$ cat config.mk
export PLATFORM = sky130hd
export DESIGN_NAME = ddr3_cmd_sched
export DESIGN_NICKNAME = d
export VERILOG_FILES = /design/src/rtl/ddr3_sched_pkg.sv /design/src/rtl/ddr3_bank_timer.sv /design/src/rtl/ddr3_cmd_sched.sv
export SDC_FILE = /design/constraint.sdc
export NUM_CORES = 1
export LEC_CHECK = 0
export BUFFER_PORTS_ARGS = -buffer_cell sky130_fd_sc_hd__buf_2
export CAP_MARGIN = 20
export CORE_MARGIN = 5
export CORE_UTILIZATION = 49
export CTS_BUF_LIST = sky130_fd_sc_hd__clkbuf_8
export DETAILED_ROUTE_END_ITERATION = 16
export SLEW_MARGIN = 20
export SYNTH_ARGS = -nofsm -noshare
export SYNTH_HDL_FRONTEND = slang
export SYNTH_SLANG_ARGS = --single-unit
$ cat constraint.sdc
create_clock -name ck -period 4.8 [get_ports ck]
set_input_delay 0.24 -clock ck [delete_from_list [all_inputs] [get_ports ck]]
set_output_delay 0.24 -clock ck [all_outputs]
set_load 0.05 [all_outputs]
$ cat src/rtl/ddr3_sched_pkg.sv
// Shared widths, command/state enums and pin encodings for the
// mt41j64m16 DDR3 command scheduler.
package ddr3_sched_pkg;

    localparam int BANK_W = 3;
    localparam int ROW_W  = 14;
    localparam int COL_W  = 10;
    localparam int NBANK  = 8;

    typedef enum logic [2:0] {
        CMD_NOP,
        CMD_ACT,
        CMD_RD,
        CMD_WR,
        CMD_PRE,
        CMD_PREA,
        CMD_REF,
        CMD_DES
    } cmd_e;

    // {csbar, rasbar, casbar, webar}
    localparam logic [3:0] ENC_NOP = 4'b0111;
    localparam logic [3:0] ENC_ACT = 4'b0011;
    localparam logic [3:0] ENC_RD  = 4'b0101;
    localparam logic [3:0] ENC_WR  = 4'b0100;
    localparam logic [3:0] ENC_PRE = 4'b0010;
    localparam logic [3:0] ENC_REF = 4'b0001;
    localparam logic [3:0] ENC_DES = 4'b1111;

    typedef enum logic [2:0] {
        S_IDLE,
        S_PRE,
        S_ACT,
        S_COL,
        S_PREA,
        S_REF,
        S_RFC_WAIT
    } state_e;

    typedef struct packed {
        logic             write;
        logic [BANK_W-1:0] bank;
        logic [ROW_W-1:0]  row;
        logic [COL_W-1:0]  col;
    } req_t;

    function automatic logic [3:0] cmd_enc(input cmd_e c);
        logic [3:0] e;
        e = ENC_NOP;
        case (c)
            CMD_ACT:  e = ENC_ACT;
            CMD_RD:   e = ENC_RD;
            CMD_WR:   e = ENC_WR;
            CMD_PRE:  e = ENC_PRE;
            CMD_PREA: e = ENC_PRE;
            CMD_REF:  e = ENC_REF;
            CMD_DES:  e = ENC_DES;
            default:  e = ENC_NOP;
        endcase
        return e;
    endfunction

    function automatic int tmax(input int x, input int y);
        return (x > y) ? x : y;
    endfunction

endpackage

$ cat src/rtl/ddr3_bank_timer.sv
// Per-bank open-row tracker with ACT/RD-WR/PRE readiness down-counters.
// Counters load (T-1) on the issuing strobe so "ok" means legal next cycle.
module ddr3_bank_timer
    import ddr3_sched_pkg::*;
#(
    parameter int T_RCD = 5,
    parameter int T_RP  = 5,
    parameter int T_RAS = 14,
    parameter int T_RTP = 4,
    parameter int T_WTP = 17,
    parameter int CW    = 5
) (
    input  logic             ck,
    input  logic             reset,
    input  logic             act,
    input  logic             rd,
    input  logic             wr,
    input  logic             pre,
    input  logic [ROW_W-1:0] act_row,
    output logic             is_open,
    output logic [ROW_W-1:0] row,
    output logic             act_ok,
    output logic             rw_ok,
    output logic             pre_ok
);

    localparam logic [CW-1:0] ONE   = CW'(1);
    localparam logic [CW-1:0] L_RCD = CW'(T_RCD - 1);
    localparam logic [CW-1:0] L_RP  = CW'(T_RP - 1);
    localparam logic [CW-1:0] L_RAS = CW'(T_RAS - 1);
    localparam logic [CW-1:0] L_RTP = CW'(T_RTP - 1);
    localparam logic [CW-1:0] L_WTP = CW'(T_WTP - 1);

    logic [CW-1:0] act_cnt;
    logic [CW-1:0] rw_cnt;
    logic [CW-1:0] pre_cnt;
    logic [CW-1:0] act_dec;
    logic [CW-1:0] rw_dec;
    logic [CW-1:0] pre_dec;
    logic [CW-1:0] pre_nxt;

    // pre_cnt keeps the longest outstanding ACT/RD/WR-to-PRE constraint
    always_comb begin
        act_dec = (act_cnt == '0) ? '0 : act_cnt - ONE;
        rw_dec  = (rw_cnt == '0) ? '0 : rw_cnt - ONE;
        pre_dec = (pre_cnt == '0) ? '0 : pre_cnt - ONE;
        pre_nxt = pre_dec;
        if (act)
            pre_nxt = L_RAS;
        else if (rd && pre_dec < L_RTP)
            pre_nxt = L_RTP;
        else if (wr && pre_dec < L_WTP)
            pre_nxt = L_WTP;
    end

    always_ff @(posedge ck) begin
        if (reset) begin
            act_cnt <= '0;
            rw_cnt  <= '0;
            pre_cnt <= '0;
            is_open <= 1'b0;
            row     <= '0;
        end else begin
            act_cnt <= pre ? L_RP : act_dec;
            rw_cnt  <= act ? L_RCD : rw_dec;
            pre_cnt <= pre_nxt;
            if (act) begin
                is_open <= 1'b1;
                row     <= act_row;
            end else if (pre) begin
                is_open <= 1'b0;
            end
        end
    end

    assign act_ok = (act_cnt == '0);
    assign rw_ok  = (rw_cnt == '0);
    assign pre_ok = (pre_cnt == '0);

endmodule

$ cat src/rtl/ddr3_cmd_sched.sv
// Single-port DDR3 command scheduler: open-row tracking, core timing, ACT/RD/WR/PRE.
// Define DDR3_SCHED_REFRESH_EN to add periodic PREA/REF insertion.
module ddr3_cmd_sched
    import ddr3_sched_pkg::*;
#(
    parameter int T_RCD  = 5,
    parameter int T_RP   = 5,
    parameter int T_RAS  = 14,
    parameter int T_RTP  = 4,
    parameter int T_WTP  = 17,
    parameter int T_CCD  = 4,
    parameter int T_WTR  = 13,
    parameter int T_RFC  = 59,
    parameter int T_REFI = 4160
) (
    input  logic              ck,
    input  logic              reset,
    input  logic              init_done,
    input  logic              req_valid,
    output logic              req_ready,
    input  logic              req_write,
    input  logic [BANK_W-1:0] req_bank,
    input  logic [ROW_W-1:0]  req_row,
    input  logic [COL_W-1:0]  req_col,
    output logic              csbar,
    output logic              rasbar,
    output logic              casbar,
    output logic              webar,
    output logic [BANK_W-1:0] ba,
    output logic [ROW_W-1:0]  a,
    output logic              rd_issue,
    output logic              wr_issue,
    output logic              ref_issue
);

    localparam int CW = $clog2(tmax(T_REFI, tmax(T_RFC,
                        tmax(tmax(T_RCD, T_RP), tmax(T_RAS,
                        tmax(tmax(T_RTP, T_WTP), tmax(T_CCD, T_WTR))))))
                        + 1);
    localparam logic [CW-1:0] ONE   = CW'(1);
    localparam logic [CW-1:0] L_CCD = CW'(T_CCD - 1);
    localparam logic [CW-1:0] L_WTR = CW'(T_WTR - 1);

    state_e            state;
    state_e            state_n;
    cmd_e              cmd;
    req_t              req_q;
    logic              accept;
    logic [BANK_W-1:0] sel;
    logic [CW-1:0]     ccd_cnt;
    logic [CW-1:0]     wtr_cnt;
    logic [BANK_W-1:0] ba_n;
    logic [ROW_W-1:0]  a_n;

    logic [NBANK-1:0]  b_open;
    logic [NBANK-1:0]  b_act_ok;
    logic [NBANK-1:0]  b_rw_ok;
    logic [NBANK-1:0]  b_pre_ok;
    logic [ROW_W-1:0]  b_row [NBANK];

    logic              ref_pending;
`ifdef DDR3_SCHED_REFRESH_EN
    logic              ref_clr;
    logic [CW-1:0]     ref_cnt;
    logic [CW-1:0]     wait_cnt;
`endif

    assign sel = req_q.bank;

    for (genvar i = 0; i < NBANK; i++) begin : g_bank
        logic mine;
        assign mine = (req_q.bank == BANK_W'(i));
        ddr3_bank_timer #(
            .T_RCD (T_RCD),
            .T_RP  (T_RP),
            .T_RAS (T_RAS),
            .T_RTP (T_RTP),
            .T_WTP (T_WTP),
            .CW    (CW)
        ) u_timer (
            .ck      (ck),
            .reset   (reset),
            .act     (mine && cmd == CMD_ACT),
            .rd      (mine && cmd == CMD_RD),
            .wr      (mine && cmd == CMD_WR),
            .pre     ((mine && cmd == CMD_PRE) || cmd == CMD_PREA),
            .act_row (req_q.row),
            .is_open (b_open[i]),
            .row     (b_row[i]),
            .act_ok  (b_act_ok[i]),
            .rw_ok   (b_rw_ok[i]),
            .pre_ok  (b_pre_ok[i])
        );
    end

    always_comb begin
        state_n   = state;
        cmd       = CMD_NOP;
        req_ready = 1'b0;
        accept    = 1'b0;
`ifdef DDR3_SCHED_REFRESH_EN
        ref_clr   = 1'b0;
`endif
        if (!init_done) begin
            cmd = CMD_DES;
        end else begin
            case (state)
                S_IDLE: begin
                    if (ref_pending) begin
`ifdef DDR3_SCHED_REFRESH_EN
                        state_n = (|b_open) ? S_PREA : S_REF;
`endif
                    end else begin
                        req_ready = 1'b1;
                        if (req_valid) begin
                            accept = 1'b1;
                            if (!b_open[req_bank])
                                state_n = S_ACT;
                            else if (b_row[req_bank] == req_row)
                                state_n = S_COL;
                            else
                                state_n = S_PRE;
                        end
                    end
                end
                S_PRE: begin
                    if (b_pre_ok[sel]) begin
                        cmd     = CMD_PRE;
                        state_n = S_ACT;
                    end
                end
                S_ACT: begin
                    if (b_act_ok[sel]) begin
                        cmd     = CMD_ACT;
                        state_n = S_COL;
                    end
                end
                S_COL: begin
                    if (b_rw_ok[sel] && ccd_cnt == '0 &&
                        (req_q.write || wtr_cnt == '0)) begin
                        cmd     = req_q.write ? CMD_WR : CMD_RD;
                        state_n = S_IDLE;
                    end
                end
`ifdef DDR3_SCHED_REFRESH_EN
                S_PREA: begin
                    if (&(b_pre_ok | ~b_open)) begin
                        cmd     = CMD_PREA;
                        state_n = S_REF;
                    end
                end
                // PREA reloads every bank's act counter, so this also covers T_RP
                S_REF: begin
                    if (&b_act_ok) begin
                        cmd     = CMD_REF;
                        state_n = S_RFC_WAIT;
                    end
                end
                S_RFC_WAIT: begin
                    if (wait_cnt == '0) begin
                        ref_clr = 1'b1;
                        state_n = S_IDLE;
                    end
                end
`endif
                default: state_n = S_IDLE;
            endcase
        end
    end

    always_comb begin
        ba_n = '0;
        a_n  = '0;
        case (cmd)
            CMD_ACT: begin
                ba_n = req_q.bank;
                a_n  = req_q.row;
            end
            CMD_RD, CMD_WR: begin
                ba_n = req_q.bank;
                a_n  = {4'b0100, req_q.col};
            end
            CMD_PRE:  ba_n = req_q.bank;
            CMD_PREA: a_n  = 14'h0400;
            default: ;
        endcase
    end

    always_ff @(posedge ck) begin
        if (reset) begin
            state   <= S_IDLE;
            req_q   <= '0;
            ccd_cnt <= '0;
            wtr_cnt <= '0;
        end else begin
            state <= state_n;
            if (accept)
                req_q <= '{req_write, req_bank, req_row, req_col};
            if (cmd == CMD_RD || cmd == CMD_WR)
                ccd_cnt <= L_CCD;
            else if (ccd_cnt != '0)
                ccd_cnt <= ccd_cnt - ONE;
            if (cmd == CMD_WR)
                wtr_cnt <= L_WTR;
            else if (wtr_cnt != '0)
                wtr_cnt <= wtr_cnt - ONE;
        end
    end

    always_ff @(posedge ck) begin
        if (reset) begin
            {csbar, rasbar, casbar, webar} <= ENC_DES;
            ba       <= '0;
            a        <= '0;
            rd_issue <= 1'b0;
            wr_issue <= 1'b0;
        end else begin
            {csbar, rasbar, casbar, webar} <= cmd_enc(cmd);
            ba       <= ba_n;
            a        <= a_n;
            rd_issue <= (cmd == CMD_RD);
            wr_issue <= (cmd == CMD_WR);
        end
    end

`ifdef DDR3_SCHED_REFRESH_EN
    // a new expiry in the same cycle as the clear stays pending
    always_ff @(posedge ck) begin
        if (reset) begin
            ref_cnt     <= CW'(T_REFI);
            ref_pending <= 1'b0;
            wait_cnt    <= '0;
            ref_issue   <= 1'b0;
        end else begin
            ref_issue <= (cmd == CMD_REF);
            if (cmd == CMD_REF)
                wait_cnt <= CW'(T_RFC - 1);
            else if (wait_cnt != '0)
                wait_cnt <= wait_cnt - ONE;
            if (ref_clr)
                ref_pending <= 1'b0;
            if (!init_done) begin
                ref_cnt <= CW'(T_REFI);
            end else if (ref_cnt == '0) begin
                ref_cnt     <= CW'(T_REFI);
                ref_pending <= 1'b1;
            end else begin
                ref_cnt <= ref_cnt - ONE;
            end
        end
    end
`else
    assign ref_pending = 1'b0;
    assign ref_issue   = 1'b0;
`endif

endmodule
Word level (Yosys, flattened, before mapping)
Index checks and enable logic that the tools add are counted.
{ "word_totals": {"ff_bits": 512, "inputBits": 32, "out_inout_bits": 25, "elab_cells": 428} }
{ "classes": {"add_sub_neg": 26, "n_lt_le_gt_ge": 19, "n_eq_ne": 22, "mux": 115, "bitwise": 2, "reduce_logical": 147} }
{ "ops": {"columns": ["cell", "n"], "rows": [
  ["$logic_not A13 Y1", 26],
  ["$sub A13 B1 Y13 const B", 26],
  ["$mux W3", 38],
  ["$lt A13 B2 Y1 const B", 8],
  ["$lt A13 B5 Y1 const B", 8],
  ["$mux W13", 8],
  ["$mux W4", 18],
  ["$reduce_or A3 Y1", 24],
  ["$logic_and A1 B1 Y1", 50],
  ["$bmux W14 S3", 1],
  ["$pmux W14 S3", 1],
  ["$mux W5", 8],
  ["$reduce_or A4 Y1", 9],
  ["$mux W14", 2],
  ["$mux W1", 27],
  ["$reduce_bool A13 Y1", 2],
  ["$reduce_or A2 Y1", 13],
  ["$eq A3 B3 Y1 const B", 8],
  ["$pmux W4 S6", 1],
  ["$reduce_bool A2 Y1", 10],
  ["$eq A3 B2 Y1 const B", 6],
  ["$eq A14 B14 Y1", 1],
  ["$bmux W1 S3", 4],
  ["$pmux W3 S4", 1],
  ["11 further kinds", 31]
]} }

Logic depth before layout (Yosys ltp)
Gate-level depths: netlist (run 1).
{ "depth": {"ltp_word": 14, "depth_mapped": 16, "depth_no_buf": 11} }

Cells and area by module
A second synthesis (run 1) with hierarchy kept.
{ "unflattened": {"hier_cells": 2567, "area_unflattened_um2": 23331.1} }
{ "by_module_without_submodules": {"columns": ["mod", "instances", "cells_each", "area_each_um2", "seq_area_each_um2"], "rows": [
  ["ddr3_bank_timer", 8, 252, 2297.2, 1081.0],
  ["ddr3_cmd_sched", 1, 551, 4953.5, 1581.5]
]} }

Worst setup path after synthesis (run 1)
OpenSTA, ideal clock, no wires.
{ "synth_timing": {"kind": "register -> register", "startpoint": "register g_bank[5].u_timer.pre_cnt[0]", "endpoint": "register ccd_cnt[3]", "setup_time_ns": 0.065, "arrival_ns": 3.424, "t_required_ns": 4.735, "path_slack_ns": 1.311, "stages_incl_launch_ff": 14, "n_path_buf": 2, "period_less_slack_ns": 3.489, "path_cell_list": "dfxtp_1 > inv_1 > ha_1 > or4b_2 > nor3_4 > o22ai_1 > o21a_1 > or4b_1 > or2_2 > and3_1 > clkbuf_1 > or2_1 > buf_2 > nor2_1"} }
{ "synth_via": {"elab_chain_cells": 9, "word_cells_on_any_way": 10, "cone_classes": "eq/ne: 2; mux: 5; reduce/logical: 3"} }
{ "synth_lines": {"columns": ["item", "line", "source"], "rows": [
  ["start, declared", "ddr3_bank_timer.sv:36", "logic [CW-1:0] pre_cnt;"],
  ["start signal, assigned", "ddr3_bank_timer.sv:66", "pre_cnt <= pre_nxt;"],
  ["$logic_not A13 Y1 *", "ddr3_bank_timer.sv:78", "assign pre_ok = (pre_cnt == '0);"],
  ["$bmux W1 S3 *", "ddr3_cmd_sched.sv:127", "if (b_pre_ok[sel]) begin"],
  ["$mux W1 (implied by the code) *", "ddr3_cmd_sched.sv:127", null],
  ["$mux W3 *", "ddr3_cmd_sched.sv:127", null],
  ["$pmux W3 S3 *", "ddr3_cmd_sched.sv:107", "case (state)"],
  ["$mux W3 *", "ddr3_cmd_sched.sv:104", "if (!init_done) begin"],
  ["$eq A3 B2 Y1", "ddr3_cmd_sched.sv:199", "if (cmd == CMD_RD || cmd == CMD_WR)"],
  ["$logic_or A1 B1 Y1 *", "ddr3_cmd_sched.sv:199", null],
  ["$reduce_or A2 Y1 (no source line) *", null, null],
  ["end signal, assigned", "ddr3_cmd_sched.sv:202", "ccd_cnt <= ccd_cnt - ONE;"],
  ["end, declared", "ddr3_cmd_sched.sv:50", "logic [CW-1:0] ccd_cnt;"]
]} }
Mark *: on every way between the ends. The rest lies on a longest branch, timed or not. The select of a mux whose other input is x is not followed.
A chain may end at the register's enable or synchronous reset.

Worst setup path after layout (run 1)
{ "layout_timing": {"startpoint": "register g_bank[3].u_timer.pre_cnt[2]", "endpoint": "register g_bank[2].u_timer.act_cnt[5]"} }
{ "layout_via": {"elab_chain_cells": 10, "word_cells_on_any_way": 11, "cone_classes": "eq/ne: 2; mux: 5; reduce/logical: 4"} }
{ "layout_lines": {"columns": ["item", "line", "source"], "rows": [
  ["start, declared", "ddr3_bank_timer.sv:36", null],
  ["start signal, assigned", "ddr3_bank_timer.sv:66", null],
  ["$logic_not A13 Y1 *", "ddr3_bank_timer.sv:78", null],
  ["$bmux W1 S3 *", "ddr3_cmd_sched.sv:127", null],
  ["$mux W1 (implied by the code) *", "ddr3_cmd_sched.sv:127", null],
  ["$mux W3 *", "ddr3_cmd_sched.sv:127", null],
  ["$pmux W3 S3 *", "ddr3_cmd_sched.sv:107", null],
  ["$mux W3 *", "ddr3_cmd_sched.sv:104", null],
  ["$eq A3 B3 Y1", "ddr3_cmd_sched.sv:86", ".pre ((mine && cmd == CMD_PRE) || cmd == CMD_PREA),"],
  ["$logic_and A1 B1 Y1", "ddr3_cmd_sched.sv:86", null],
  ["$logic_or A1 B1 Y1 *", "ddr3_cmd_sched.sv:86", null],
  ["$reduce_or A3 Y1 (no source line) *", null, null],
  ["end signal, assigned", "ddr3_bank_timer.sv:64", "act_cnt <= pre ? L_RP : act_dec;"],
  ["end, declared", "ddr3_bank_timer.sv:34", "logic [CW-1:0] act_cnt;"]
]} }
Marked as above.

==> impl_metrics.json, run 1 <==
{
  "nets": 2985,
  "grt_overflow": 0,
  "std_cell_rows": 80,
  "via_count": 20100,
  "drc": 0,
  "clkTransAtPathRegs_ns": 0.06,
  "cts_setup_buffers": 0,
  "cp_max_fo": 12,
  "status": "finished, final reports clean",
  "maxCapViolCount": 0,
  "async_flop_share_pct": 0,
  "die_x_um": 229,
  "ys_warn_count": 0,
  "r2r_cells": 9,
  "yosysTopAreaCell": "dfxtp_1",
  "r2r-start": "g_bank[3].u_timer.pre_cnt[2]",
  "clock-sinks": 511,
  "clock_path_buffers": 3,
  "die_h_um": 229,
  "drt-pass1-iter-count": 5,
  "crit_arrival_ns": 4.68,
  "hold_viol_final": 0,
  "area.growth.synth_to_final_pct": 13.1,
  "yosysSeqAreaShare_pct": 43.4,
  "dpl.cell_count": 3401,
  "power_density_nw_per_um2": 685,
  "worstHoldPathType": "input pin to register",
  "synth_edf_count": 0,
  "cts_buffers": 88,
  "synth_common_cells": "511 x dfxtp_1, 441 x nand2_1, 390 x nor2_1",
  "p_leak_nw": 10.4,
  "layout-drive-gt1-share_pct": 10.2,
  "ant_nets": 0,
  "grt_pass1_wl_um": 99000,
  "placed_cell_area_um2": 24400,
  "synth_ff_type": "dfxtp_1",
  "ios": 57,
  "fmax_mhz": 242,
  "start_util_pct": 49.5,
  "die_area_um2": 52600,
  "synthTopCellsByArea": "dfxtp_1 43%, nand2_1 7.0%, nor2_1 6.2%, a21oi_1 5.1%, xnor2_1 4.6%",
  "regToRegSetupSlack_ns": 0.67,
  "tns_ns": 0,
  "whs_path_depth": 2,
  "via_per_inst": 5.59,
  "cts_tree": "done",
  "synth.distinct_cells": 81,
  "drt_iter0_drc": 1461,
  "wl_um": 61300,
  "place.gp.congestion": 0.887,
  "n_fill_cell": 4307,
  "ys_ff_latch": 511,
  "worstPathRequired_ns": 5.35,
  "stdcell_area_um2": 26700,
  "setup_viol": 0,
  "yosysTopAreaCellShare_pct": 43.4,
  "wl_per_cell_um": 17.1,
  "finClkSkew_ns": 0.0343,
  "syn_nets": 2908,
  "grt_max_degree": 162,
  "worst_slew_pin_slew_ns": 1.05,
  "core_region_area_um2": 47600,
  "crit_path_start_kind": "register",
  "grt_usage_pct": 22.7,
  "syn_avg_cell_area_um2": 8.35,
  "cts_hold_buf": 26,
  "io_buffers": 55,
  "power_w": 0.0183,
  "first_global_vias": 19200,
  "finalCritPeriodShare_pct": 86.1,
  "clockRootBuffer": "clkbuf_8",
  "htreeDepth": 3,
  "rsz0062_at_grt": "no",
  "crit_start": "g_bank[3].u_timer.pre_cnt[2]",
  "clk_latency_ns": 0.69,
  "fin_hold_ws_ns": 0.00962,
  "ctsResizeCount": 0,
  "period_needed_ns": 4.13,
  "synth_area_um2": 23600,
  "crit_path_end_kind": "register",
  "critPathKind": "register to register",
  "relSlewSlack_pct": 29.6,
  "yosysMostFrequentCell": "dfxtp_1",
  "min_from": "reset",
  "ir_drop_v": 0.000367,
  "final_cells": 3587,
  "final_max_slew_viol_count": 0,
  "synthCells": 2825,
  "grt_antenna_before_repair": 3,
  "hpwl_um": 41500
}
## cell type report
class,count,area [um2],share of cell area (%)
Multi-Input combinational cell,2104,12500,46.9
Sequential cell,511,10200,38.4
Clock buffer,113,1560,5.83
Timing Repair Buffer,127,925,3.47
Tap cell,615,769,2.88
Clock inverter,45,422,1.58
Inverter,70,263,0.985
Antenna cell,2,5.00,0.0188
## path summary, 6_finish.rpt
kind | end
max | g_bank[2].u_timer.act_cnt[5]
min | g_bank[3].u_timer.pre_cnt[2]
max reg2reg | g_bank[2].u_timer.act_cnt[5]
min reg2reg | g_bank[4].u_timer.act_cnt[0]
## report_power, final
group / total (W) / switching (W) / internal [W]
combinational: 0.00748 / 0.00428 / 0.00321
clock: 0.00435 / 0.00180 / 0.00255
sequential: 0.00643 / 0.00109 / 0.00534
total: 0.0183 / 0.00717 / 0.0111
## layout by cell type, fill, tap and decap left out, drive strengths merged, types with 10 or more instances in the layout
cell	instances
dfxtp	511
nand2	441
nor2	391
a21oi	240
xnor2	125
xor2	114
clkbuf	113
nor3	110
buf	101
inv	94
nand3	81
nor4	77
ha	51
nand4	41
o21ai	39
mux4	30
dlygate4sd3	26
or3	26
and3	23
mux2i	23
or4	23
o31ai	20
nand2b	19
nor2b	19
a31oi	19
nand3b	18
nor4b	15
nor3b	13
nand4b	10
a22o	10
clkinv	10
or2	10
## critical path, cell delays in order, from the launching register on
cell,delay [ns]
dfxtp_1,0.35
or4_1,0.61
nor4b_2,0.45
a221oi_1,0.17
or4b_4,0.56
or2_0,0.35
nor2_1,0.59
nand3_1,0.35
nand3_1,0.47
nor2_1,0.10
## registers in the layout (all words and copies together) (netlist names), 2 cells and up
signal,cells
ccd_cnt,13
ba,3
g_bank.u_timer.rw_cnt,104
req_q,25
g_bank.u_timer.is_open,8
g_bank.u_timer.pre_cnt,104
g_bank.u_timer.act_cnt,104
state,2
sel,3
wtr_cnt,13
g_bank.u_timer.row,112
a,14
## metrics by stage
stage	setup slack, ns	utilization, %
6_report	0.666	56.0
2_1_floorplan	1.31	-
3_5_place_dp	0.673	51.3
5_1_grt	0.366	56.0
4_1_cts	0.667	56.0
3_3_place_gp	0.796	51.3
## per-layer routing
metal	global-route usage (%)	part of all wire, %	vias up	routed length (um)
met5	0	0.036	-	22
met4	8.40	3.3	4	2010
met3	4.12	5.2	135	3170
met2	37.6	47	446	28600
met1	29.7	45	9524	27600
li1	-	-	9943	-
## cell families after synthesis
logic type / Yosys count / synth area share [%]
and+or+nand+nor: 1346 / 27.0
other: 1 / 0.0159
buffers and inverters: 210 / 3.65
xor gates and xnor gates: 239 / 8.88
AOI/OAI and AO/OA: 409 / 10.3
DFF: 511 / 43.4
muxes: 58 / 4.08
adders and majority gates: 51 / 2.71
Power figures use the tool's default switching activity.
==> inputs of run 2 (changes only) <==
--- a/config.mk
+++ b/config.mk
@@ -7,10 +7,13 @@
 export LEC_CHECK = 0
 export BUFFER_PORTS_ARGS = -buffer_cell sky130_fd_sc_hd__buf_2
 export CAP_MARGIN = 20
+export CELL_PAD_IN_SITES_DETAIL_PLACEMENT = 0
+export CELL_PAD_IN_SITES_GLOBAL_PLACEMENT = 1
 export CORE_MARGIN = 5
 export CORE_UTILIZATION = 49
 export CTS_BUF_LIST = sky130_fd_sc_hd__clkbuf_8
 export DETAILED_ROUTE_END_ITERATION = 16
+export PLACE_DENSITY_LB_ADDON = 0.1
 export SLEW_MARGIN = 20
 export SYNTH_ARGS = -nofsm -noshare
 export SYNTH_HDL_FRONTEND = slang
==> impl_metrics.json, run 2 (synthesized netlist as in run 1, its figures left out) <==
{
  "status": "finished, final reports clean",
  "final_cell_mix": "511 x dfxtp_1, 441 x nand2_1, 390 x nor2_1",
  "seq_power_share_pct": 35.7,
  "clk_latency_ns": 0.69,
  "clock_path_buffers": 3,
  "r2r_cells": 9,
  "ir_drop_v": 0.000378,
  "timing.rr.end": "g_bank[3].u_timer.act_cnt[11]",
  "relSlewSlack_pct": 31.1,
  "p_leak_nw": 10.4,
  "grt_pass1_wl_um": 102000,
  "crit_path_end_kind": "register",
  "crit_slowest_cell": "nor4_1",
  "die_x_um": 229,
  "worst_slew_pin_slew_ns": 1.03,
  "p_comb_share_pct": 41.8,
  "crit_path_start_kind": "register",
  "clkTransAtPathRegs_ns": 0.07,
  "ios": 57,
  "die_area_um2": 52600,
  "wl_um": 63000,
  "cp_max_fo": 11,
  "place.gp.congestion": 0.869,
  "cts_tree": "done",
  "maxCapViolCount": 0,
  "worstHoldPathType": "input pin to register",
  "grt_antenna_before_repair": 2,
  "worstPathRequired_ns": 5.32,
  "rsz0062_at_grt": "no",
  "period_needed_ns": 4.15,
  "slowest_delay_ns": 0.69,
  "first_global_vias": 19700,
  "top_register": "g_bank.u_timer.row",
  "crit_chain": "or3_1 > nor4_1 > a221oi_1 > or4b_4 > or2_0 > nor2_1 > nand3_1 > nand3b_1 > nor2_1",
  "final_max_slew_viol_count": 0,
  "p_clk_share_pct": 22.5,
  "fin_ws_ns": 0.654,
  "swShare_pct": 40.0,
  "largest_register_ff_count": 112,
  "cp.buffers_inverters": 0,
  "critPathKind": "register to register",
  "power_switching_w": 0.00721,
  "hpwl_um": 43400,
  "std_cell_rows": 80,
  "wl_per_cell_um": 17.5,
  "fmax_mhz": 241,
  "r2r-start": "g_bank[1].u_timer.pre_cnt[2]",
  "clock-sinks": 511,
  "min_from": "init_done",
  "final_common_cell": "dfxtp_1",
  "power_density_nw_per_um2": 680,
  "grt_max_degree": 74,
  "ctsResizeCount": 0,
  "internal-power_w": 0.0108,
  "cp_common_cell": "nor2_1",
  "cts_buffers": 89,
  "grt_overflow": 0,
  "die_h_um": 229,
  "start_util_pct": 49.5,
  "drc": 0,
  "area.growth.synth_to_final_pct": 12.7,
  "via_count": 20400,
  "regToRegSetupSlack_ns": 0.65,
  "setup_viol": 0,
  "nets": 2995,
  "hold_viol_final": 0,
  "clockRootBuffer": "clkbuf_8",
  "drt-pass1-iter-count": 5,
  "ant_nets": 0,
  "cts_setup_buffers": 0,
  "crit_arrival_ns": 4.66,
  "core_region_area_um2": 47600,
  "drt_iter0_drc": 1261,
  "finClkSkew_ns": 0.0470,
  "cp_top_family": "simple AND/OR/NAND/NOR gates",
  "finalCritPeriodShare_pct": 86.4,
  "grt_usage_pct": 23.4,
  "htreeDepth": 3,
  "whs_endpoint": "state[0]",
  "whs_path_depth": 3,
  "io_buffers": 55,
  "layout-drive-gt1-share_pct": 10.2,
  "preCtsSetupSlack_ns": 0.746,
  "tns_ns": 0,
  "via_per_inst": 5.67
}
==> run 2: worst max path at each step <==
| stage | from | end | slack [ns] | depth (start not counted) |
|---|---|---|---|---|
| 2_1_floorplan | g_bank[5].u_timer.pre_cnt[0] | ccd_cnt[3] | 1.31 | 13 |
| 3_3_place_gp | g_bank[7].u_timer.act_cnt[0] | g_bank[5].u_timer.pre_cnt[3] | 0.83 | 11 |
| 3_5_place_dp | g_bank[0].u_timer.pre_cnt[6] | g_bank[2].u_timer.act_cnt[9] | 0.75 | 9 |
| 4_1_cts | g_bank[1].u_timer.pre_cnt[2] | g_bank[3].u_timer.act_cnt[11] | 0.73 | 9 |
| 5_1_grt | g_bank[3].u_timer.pre_cnt[2] | g_bank[3].u_timer.act_cnt[11] | 0.35 | 10 |
| 6_report | g_bank[1].u_timer.pre_cnt[2] | g_bank[3].u_timer.act_cnt[11] | 0.65 | 9 |
==> run 2: stage by stage <==
| step | cells | power [W] | hold slack [ns] | area, um2 | util [%] |
|---|---|---|---|---|---|
| floorplan | 2825 | 0.0123 | 0.349 | 23600 | - |
| global placement | 3409 | 0.0138 | 0.423 | 24500 | 51.3 |
| detailed placement | 3409 | 0.0140 | 0.433 | 24500 | 51.3 |
| CTS | 3597 | 0.0182 | 0.0117 | 26600 | 55.8 |
| global route | 3597 | 0.0196 | 0.0640 | 26600 | 55.8 |
| finish | 3598 | 0.0181 | 0.0737 | 26600 | 55.8 |
==> run 2: timing repair <==
item                       CTS  global route
setup endpoints to repair    0             0
hold endpoints to repair    46             0
hold buffers                27             0
==> run 2: routing by layer <==
| metal | vias up | share of wire [%] | track usage (%) |
|---|---|---|---|
| met4 | 2 | 3.5 | 8.29 |
| met5 | - | 0.021 | 0 |
| met1 | 9734 | 44 | 29.9 |
| met2 | 547 | 47 | 39.2 |
| met3 | 145 | 6.0 | 5.15 |
| li1 | 9955 | - | - |
==> run 2: power by group through the flow <==
stage	Sequential (W)	Combinational, W	Clock (W)
floorplan	0.00618	0.00614	0
global placement	0.00646	0.00736	0
detailed placement	0.00650	0.00748	0
CTS	0.00643	0.00756	0.00418
global route	0.00662	0.00855	0.00440
finish	0.00644	0.00754	0.00407
==> run 2: layout make-up <==
| class | instances | area (um2) |
|---|---|---|
| clock buffers | 106 | 1460 |
| flip-flops and latches | 511 | 10200 |
| clock inverters | 55 | 374 |
| diodes | 1 | 2.50 |
| inverters | 70 | 263 |
| fillers | 4409 | 21100 |
| well taps | 615 | 769 |
| multi-input cells | 2104 | 12500 |
| repair buffers | 136 | 970 |
==> run 2: tightest hold or removal path, cell delays in order <==
cell and delay, ns:
buf_2 0.18, o2111ai_1 0.16, a211oi_1 0.09
